<file path="src/rtl/scan_key_pkg.sv">
// Shared types for the scan key transmitter.
// Widths default here when the build does not predefine them.
`ifndef SCAN_KEY_WIDTH
`define SCAN_KEY_WIDTH 32
`endif
`ifndef SCAN_KEY_NUMBER
`define SCAN_KEY_NUMBER 8
`endif

package scan_key_pkg;

  typedef enum logic [2:0] {
    S_IDLE,
    S_SEND,
    S_WAIT,
    S_DONE,
    S_FAIL
  } state_e;

  localparam int WAIT_CYCLES_DEF = 4;

endpackage

</file>
<file path="src/rtl/scan_key_store.sv">
// Key word register file: one write port, one combinational read port.
// clr_i wipes every word in a single cycle.
module scan_key_store
  import scan_key_pkg::*;
#(
  parameter int W  = 32,
  parameter int N  = 8,
  parameter int AW = 3
) (
  input  logic          clk,
  input  logic          rst_n,
  input  logic          wr_en_i,
  input  logic [AW-1:0] wr_addr_i,
  input  logic [W-1:0]  wr_data_i,
  input  logic          clr_i,
  input  logic [AW-1:0] rd_idx_i,
  output logic [W-1:0]  rd_data_o
);

  logic [W-1:0] key_q [N];

  always_ff @(posedge clk or negedge rst_n) begin
    if (!rst_n) begin
      for (int i = 0; i < N; i++) key_q[i] <= '0;
    end else if (clr_i) begin
      for (int i = 0; i < N; i++) key_q[i] <= '0;
    end else if (wr_en_i && (32'(wr_addr_i) < N)) begin
      key_q[wr_addr_i] <= wr_data_i;
    end
  end

  always_comb begin
    rd_data_o = '0;
    if (32'(rd_idx_i) < N) rd_data_o = key_q[rd_idx_i];
  end

endmodule

</file>
<file path="src/rtl/scan_key_transmitter.sv">
// Streams the stored key sequence to vim_scan_control and tracks unlock.
// Define SCAN_KEY_ZEROIZE_EN to wipe the key store on entry to DONE.
`ifndef SCAN_KEY_WIDTH
`define SCAN_KEY_WIDTH 32
`endif
`ifndef SCAN_KEY_NUMBER
`define SCAN_KEY_NUMBER 8
`endif

module scan_key_transmitter
  import scan_key_pkg::*;
#(
  parameter int SCAN_KEY_WIDTH  = `SCAN_KEY_WIDTH,
  parameter int SCAN_KEY_NUMBER = `SCAN_KEY_NUMBER,
  parameter int WAIT_CYCLES     = WAIT_CYCLES_DEF
) (
  input  logic clk,
  input  logic rst_n,
  input  logic key_wr_en,
  input  logic [$clog2(SCAN_KEY_NUMBER)-1:0] key_wr_addr,
  input  logic [SCAN_KEY_WIDTH-1:0] key_wr_data,
  input  logic start,
  input  logic scan_unlock,
  output logic [SCAN_KEY_WIDTH-1:0] scan_key,
  output logic scan_key_valid,
  output logic busy,
  output logic done,
  output logic fail
);

  localparam int AW = $clog2(SCAN_KEY_NUMBER);
  localparam int IW = AW + 1;
  localparam logic [IW-1:0] LAST  = IW'(SCAN_KEY_NUMBER - 1);
  localparam logic [7:0]    WLAST = 8'(WAIT_CYCLES - 1);

  state_e state_q, state_d;
  logic [IW-1:0] idx_q, idx_d;
  logic [7:0] cnt_q, cnt_d;
  logic idle_like, wr_ok, clr;
  logic [SCAN_KEY_WIDTH-1:0] rd_data;

  always_ff @(posedge clk or negedge rst_n) begin
    if (!rst_n) begin
      state_q <= S_IDLE;
      idx_q   <= '0;
      cnt_q   <= '0;
    end else begin
      state_q <= state_d;
      idx_q   <= idx_d;
      cnt_q   <= cnt_d;
    end
  end

  assign idle_like = (state_q == S_IDLE) || (state_q == S_FAIL);

  // Unlock wins over everything except the terminal state.
  always_comb begin
    state_d = state_q;
    idx_d   = idx_q;
    cnt_d   = cnt_q;
    unique case (state_q)
      S_IDLE, S_FAIL: begin
        if (scan_unlock) begin
          state_d = S_DONE;
        end else if (start) begin
          state_d = S_SEND;
          idx_d   = '0;
        end
      end
      S_SEND: begin
        if (scan_unlock) begin
          state_d = S_DONE;
        end else if (idx_q == LAST) begin
          state_d = S_WAIT;
          cnt_d   = '0;
        end else begin
          idx_d = idx_q + IW'(1);
        end
      end
      S_WAIT: begin
        if (scan_unlock) begin
          state_d = S_DONE;
        end else if (cnt_q == WLAST) begin
          state_d = S_FAIL;
        end else begin
          cnt_d = cnt_q + 8'd1;
        end
      end
      S_DONE: ;
      default: state_d = S_IDLE;
    endcase
  end

  assign wr_ok = key_wr_en && idle_like;

`ifdef SCAN_KEY_ZEROIZE_EN
  assign clr = (state_d == S_DONE) && (state_q != S_DONE);
`else
  assign clr = 1'b0;
`endif

  scan_key_store #(
    .W  (SCAN_KEY_WIDTH),
    .N  (SCAN_KEY_NUMBER),
    .AW (AW)
  ) u_store (
    .clk       (clk),
    .rst_n     (rst_n),
    .wr_en_i   (wr_ok),
    .wr_addr_i (key_wr_addr),
    .wr_data_i (key_wr_data),
    .clr_i     (clr),
    .rd_idx_i  (idx_q[AW-1:0]),
    .rd_data_o (rd_data)
  );

  assign scan_key_valid = (state_q == S_SEND);
  assign scan_key = scan_key_valid ? rd_data : '0;
  assign busy = (state_q == S_SEND) || (state_q == S_WAIT);
  assign done = (state_q == S_DONE);
  assign fail = (state_q == S_FAIL);

endmodule

</file>
<file path="config.mk">
export PLATFORM = sky130hd
export DESIGN_NAME = scan_key_transmitter
export DESIGN_NICKNAME = d
export VERILOG_FILES = /design/src/rtl/scan_key_pkg.sv /design/src/rtl/scan_key_store.sv /design/src/rtl/scan_key_transmitter.sv
export SDC_FILE = /design/constraint.sdc
export NUM_CORES = 1
export LEC_CHECK = 0
export ABC_AREA = 1
export CAP_MARGIN = 25
export CORE_MARGIN = 10
export CORE_UTILIZATION = 40
export CTS_CLUSTER_SIZE = 16
export DETAILED_ROUTE_END_ITERATION = 10
export GPL_TIMING_DRIVEN = 0
export MAX_ROUTING_LAYER = met4
export SLEW_MARGIN = 20
export SYNTH_ARGS = -nofsm -noshare
export SYNTH_HDL_FRONTEND = slang
export SYNTH_SLANG_ARGS = --single-unit
</file>
<file path="constraint.sdc">
create_clock -name clk -period 4.28 [get_ports clk]
set_input_delay 0.642 -clock clk [delete_from_list [all_inputs] [get_ports clk]]
set_output_delay 0.642 -clock clk [all_outputs]
set_load 0.01 [all_outputs]
</file>
==> impl_metrics.env <==
export IMPL_grt_max_degree=99
export IMPL_min_path_type="reg -> reg"
export IMPL_htree_levels=1
export IMPL_ir_drop_mv=0.403
export IMPL_die_x_um=199
export IMPL_viasPerCell=5.41
export IMPL_clock_sinks=271
export IMPL_io_buffer_count=73
export IMPL_cp_start_kind="flip-flop"
export IMPL_synthDistinctLibCells=28
export IMPL_worst_path_max_fanout=10
export IMPL_drv_cap=0
export IMPL_final_setup_worst_slack_ns=0.303
export IMPL_nets=1687
export IMPL_dp_slack_ns=0.913
export IMPL_synth_top_family_by_area="compound AO/OA/AOI/OAI gates"
export IMPL_ys_seq_area_share_pct=53.2
export IMPL_tightest_slew_ns=0.856
export IMPL_layout_commonest_cell="nand2_1"
export IMPL_synth_xor_area_share_pct=0.137
export IMPL_rsz0062_at_grt="no"
export IMPL_report_final_slew_viol_count=0
export IMPL_firstDrtPassIters=5
export IMPL_final_antenna_net_count=0
export IMPL_period_share_pct=92.9
export IMPL_antenna_found_initial=0
export IMPL_vias=11200
export IMPL_total_leakage_power_nw=6.84
export IMPL_cts_resized=0
export IMPL_diodes=0
export IMPL_start_util_pct=40.5
export IMPL_drc_errors=0
export IMPL_cts_buffers=30
export IMPL_wire_per_inst_um=20.0
export IMPL_wl_um=41300
export IMPL_synth_nets=1578
export IMPL_core_um2=31500
export IMPL_drive_gt1_share_pct=8.51
export IMPL_synth_top_area_share_pct=53.2
export IMPL_fmax_mhz=251
export IMPL_syn_area_um2=12800
export IMPL_gp_congestion=0.894
export IMPL_synth_compound_area_share_pct=21.9
export IMPL_final_cell_mix="nand2_1 (332), o21ai_0 (327), dfrtp_1 (271)"
export IMPL_synth_fa_ha_area_share_pct=0.196
export IMPL_synth_simple_gate_area_share_pct=17.2
export IMPL_clock_path_buffers=3
export IMPL_syn_instance_count=1536
export IMPL_die_area_um2=39400
export IMPL_ys_warn_count=0
export IMPL_grt_pass1_vias=11000
export IMPL_fin_skew_ns=0.0156
export IMPL_cp_data_required_time_ns=3.64
export IMPL_grt_pass1_wl_um=64400
export IMPL_synthTopCellsByArea="dfrtp_1 (53%), o21ai_0 (13%), nand2_1 (9.8%)"
export IMPL_crit_type="reg -> out"
export IMPL_ys_ff_latch=271
export IMPL_io_pins=76
export IMPL_arrival_ns=3.34
export IMPL_track_usage_pct=21.4
export IMPL_postLayoutCoreUtil_pct=48.1
export IMPL_status="completed"
export IMPL_endpoint_kind="output port"
export IMPL_instances_no_fill=2070
export IMPL_die_h_um=199
export IMPL_ctsRootBufferMaster="clkbuf_16"
export IMPL_powerDensity_nw_per_um2=730
export IMPL_place_hpwl_um=27300
export IMPL_clock_latency_ns=0.58
export IMPL_cts_tree="done"
export IMPL_synth_area_mux_share_pct=0
export IMPL_setup_viol=0
export IMPL_slew_headroom_pct=42.9
export IMPL_rows=65
export IMPL_min_period_ns=3.98
export IMPL_grt_overflow=0
export IMPL_syn_mean_instance_area_um2=8.31
export IMPL_yosys_area_top_type="dfrtp_1"
export IMPL_area_growth_pct=18.6
export IMPL_finalHoldViolCount=0
export IMPL_clk_pin_slew_ns=0.06
export IMPL_cts_setup_buffers=0
export IMPL_first_iter_violations=1108
export IMPL_dp_cells=2014
## final cells by class
cell class	instances	area [um^2]
Timing Repair Buffer	77	828
Sequential cell	271	6780
Multi-Input combinational cell	1039	5030
Tap cell	402	503
Clock buffer	41	852
Inverter	120	450
Clock inverter	14	188
Buffer	106	499
Fill cell	3118	16300
## worst max-delay path: stages, from the launching register on
cell and delay (ns):
dfrtp_1 0.38, buf_2 0.19, clkinv_1 0.19, buf_2 0.28, clkbuf_1 0.55, nor2_1 0.09, o211ai_1 0.21, nand2_1 0.11
nor2_1 0.19, clkdlybuf4s50_1 0.57
## cells by family (layout without fill, tap and decap cells)
logic type      after synthesis  after routing
compound gates              492            492
xor+xnor                      2              2
flops                       271            271
simple gates                543            543
buf+inv                     226            358
fa+ha+maj                     2              2
## repair_timing
item | 4_1_cts | 5_1_grt
hold buffers | 1 | 0
hold endpoints to repair | 35 | 0
endpoints found under the setup margin | 0 | 0
## flip-flops by register name, indices dropped and copies added (netlist names)
register,flops
state_q,3
u_store.key_q,256
cnt_q,8
idx_q,4
## synthesized netlist by cell type
library cell / n
a21oi_1: 33
o22ai_1: 32
o21ai_1: 12
nor2_4: 1
nand4_2: 6
o211ai_1: 32
o21ai_0: 327
buf_1: 5
nor2_1: 174
nand2_1: 332
or2_2: 1
nor2_8: 1
ha_1: 2
nand3_1: 17
clkbuf_1: 82
nor3_4: 2
buf_6: 12
clkinv_1: 1
inv_2: 1
nand2_4: 1
xor2_1: 2
buf_2: 6
buf_4: 1
nand3b_1: 1
inv_1: 118
dfrtp_1: 271
nand4_1: 7
o21ai_2: 56
## layer usage
| layer | part of all wire [%] | up-vias | global-route usage [%] |
|---|---|---|---|
| li1 | - | 5273 | - |
| met1 | 44 | 5401 | 28.7 |
| met2 | 45 | 429 | 32.5 |
| met3 | 6.8 | 98 | 3.33 |
| met4 | 3.6 | 0 | 7.54 |
| met5 | 0 | - | - |
## power breakdown
part,leakage (nW),internal [mW],switching (mW)
logic,2.92,1.50,2.40
registers,3.40,3.81,0.617
clock network,0.514,1.63,1.09
total,6.84,6.93,4.11
## worst paths after layout
check / endpoint / cells after the start / slack, ns / startpoint
setup / recovery: scan_key[23] / 9 / 0.30 / idx_q[0]
min in group asynchronous: cnt_q[6] / 2 / 0.53 / rst_n
max in group asynchronous: u_store.key_q[177] / 4 / 2.55 / rst_n
setup reg to reg: u_store.key_q[168] / 7 / 2.01 / state_q[1]
hold reg to reg: state_q[2] / 2 / 0.47 / state_q[2]
hold / removal: state_q[2] / 2 / 0.47 / state_q[2]
## stage by stage
step / cell area [um^2] / TNS [ns] / hold WS (ns) / power [mW]
2_1_floorplan: 12800 / 0 / 0.346 / 6.93
3_3_place_gp: 14000 / -2559.11 / 0.454 / 8.22
3_5_place_dp: 14100 / 0 / 0.464 / 8.32
4_1_cts: 15100 / 0 / 0.476 / 11.1
5_1_grt: 15100 / 0 / 0.493 / 11.8
6_report: 15100 / 0 / 0.473 / 11.0
No activity file was read; power rests on OpenSTA's default activity.
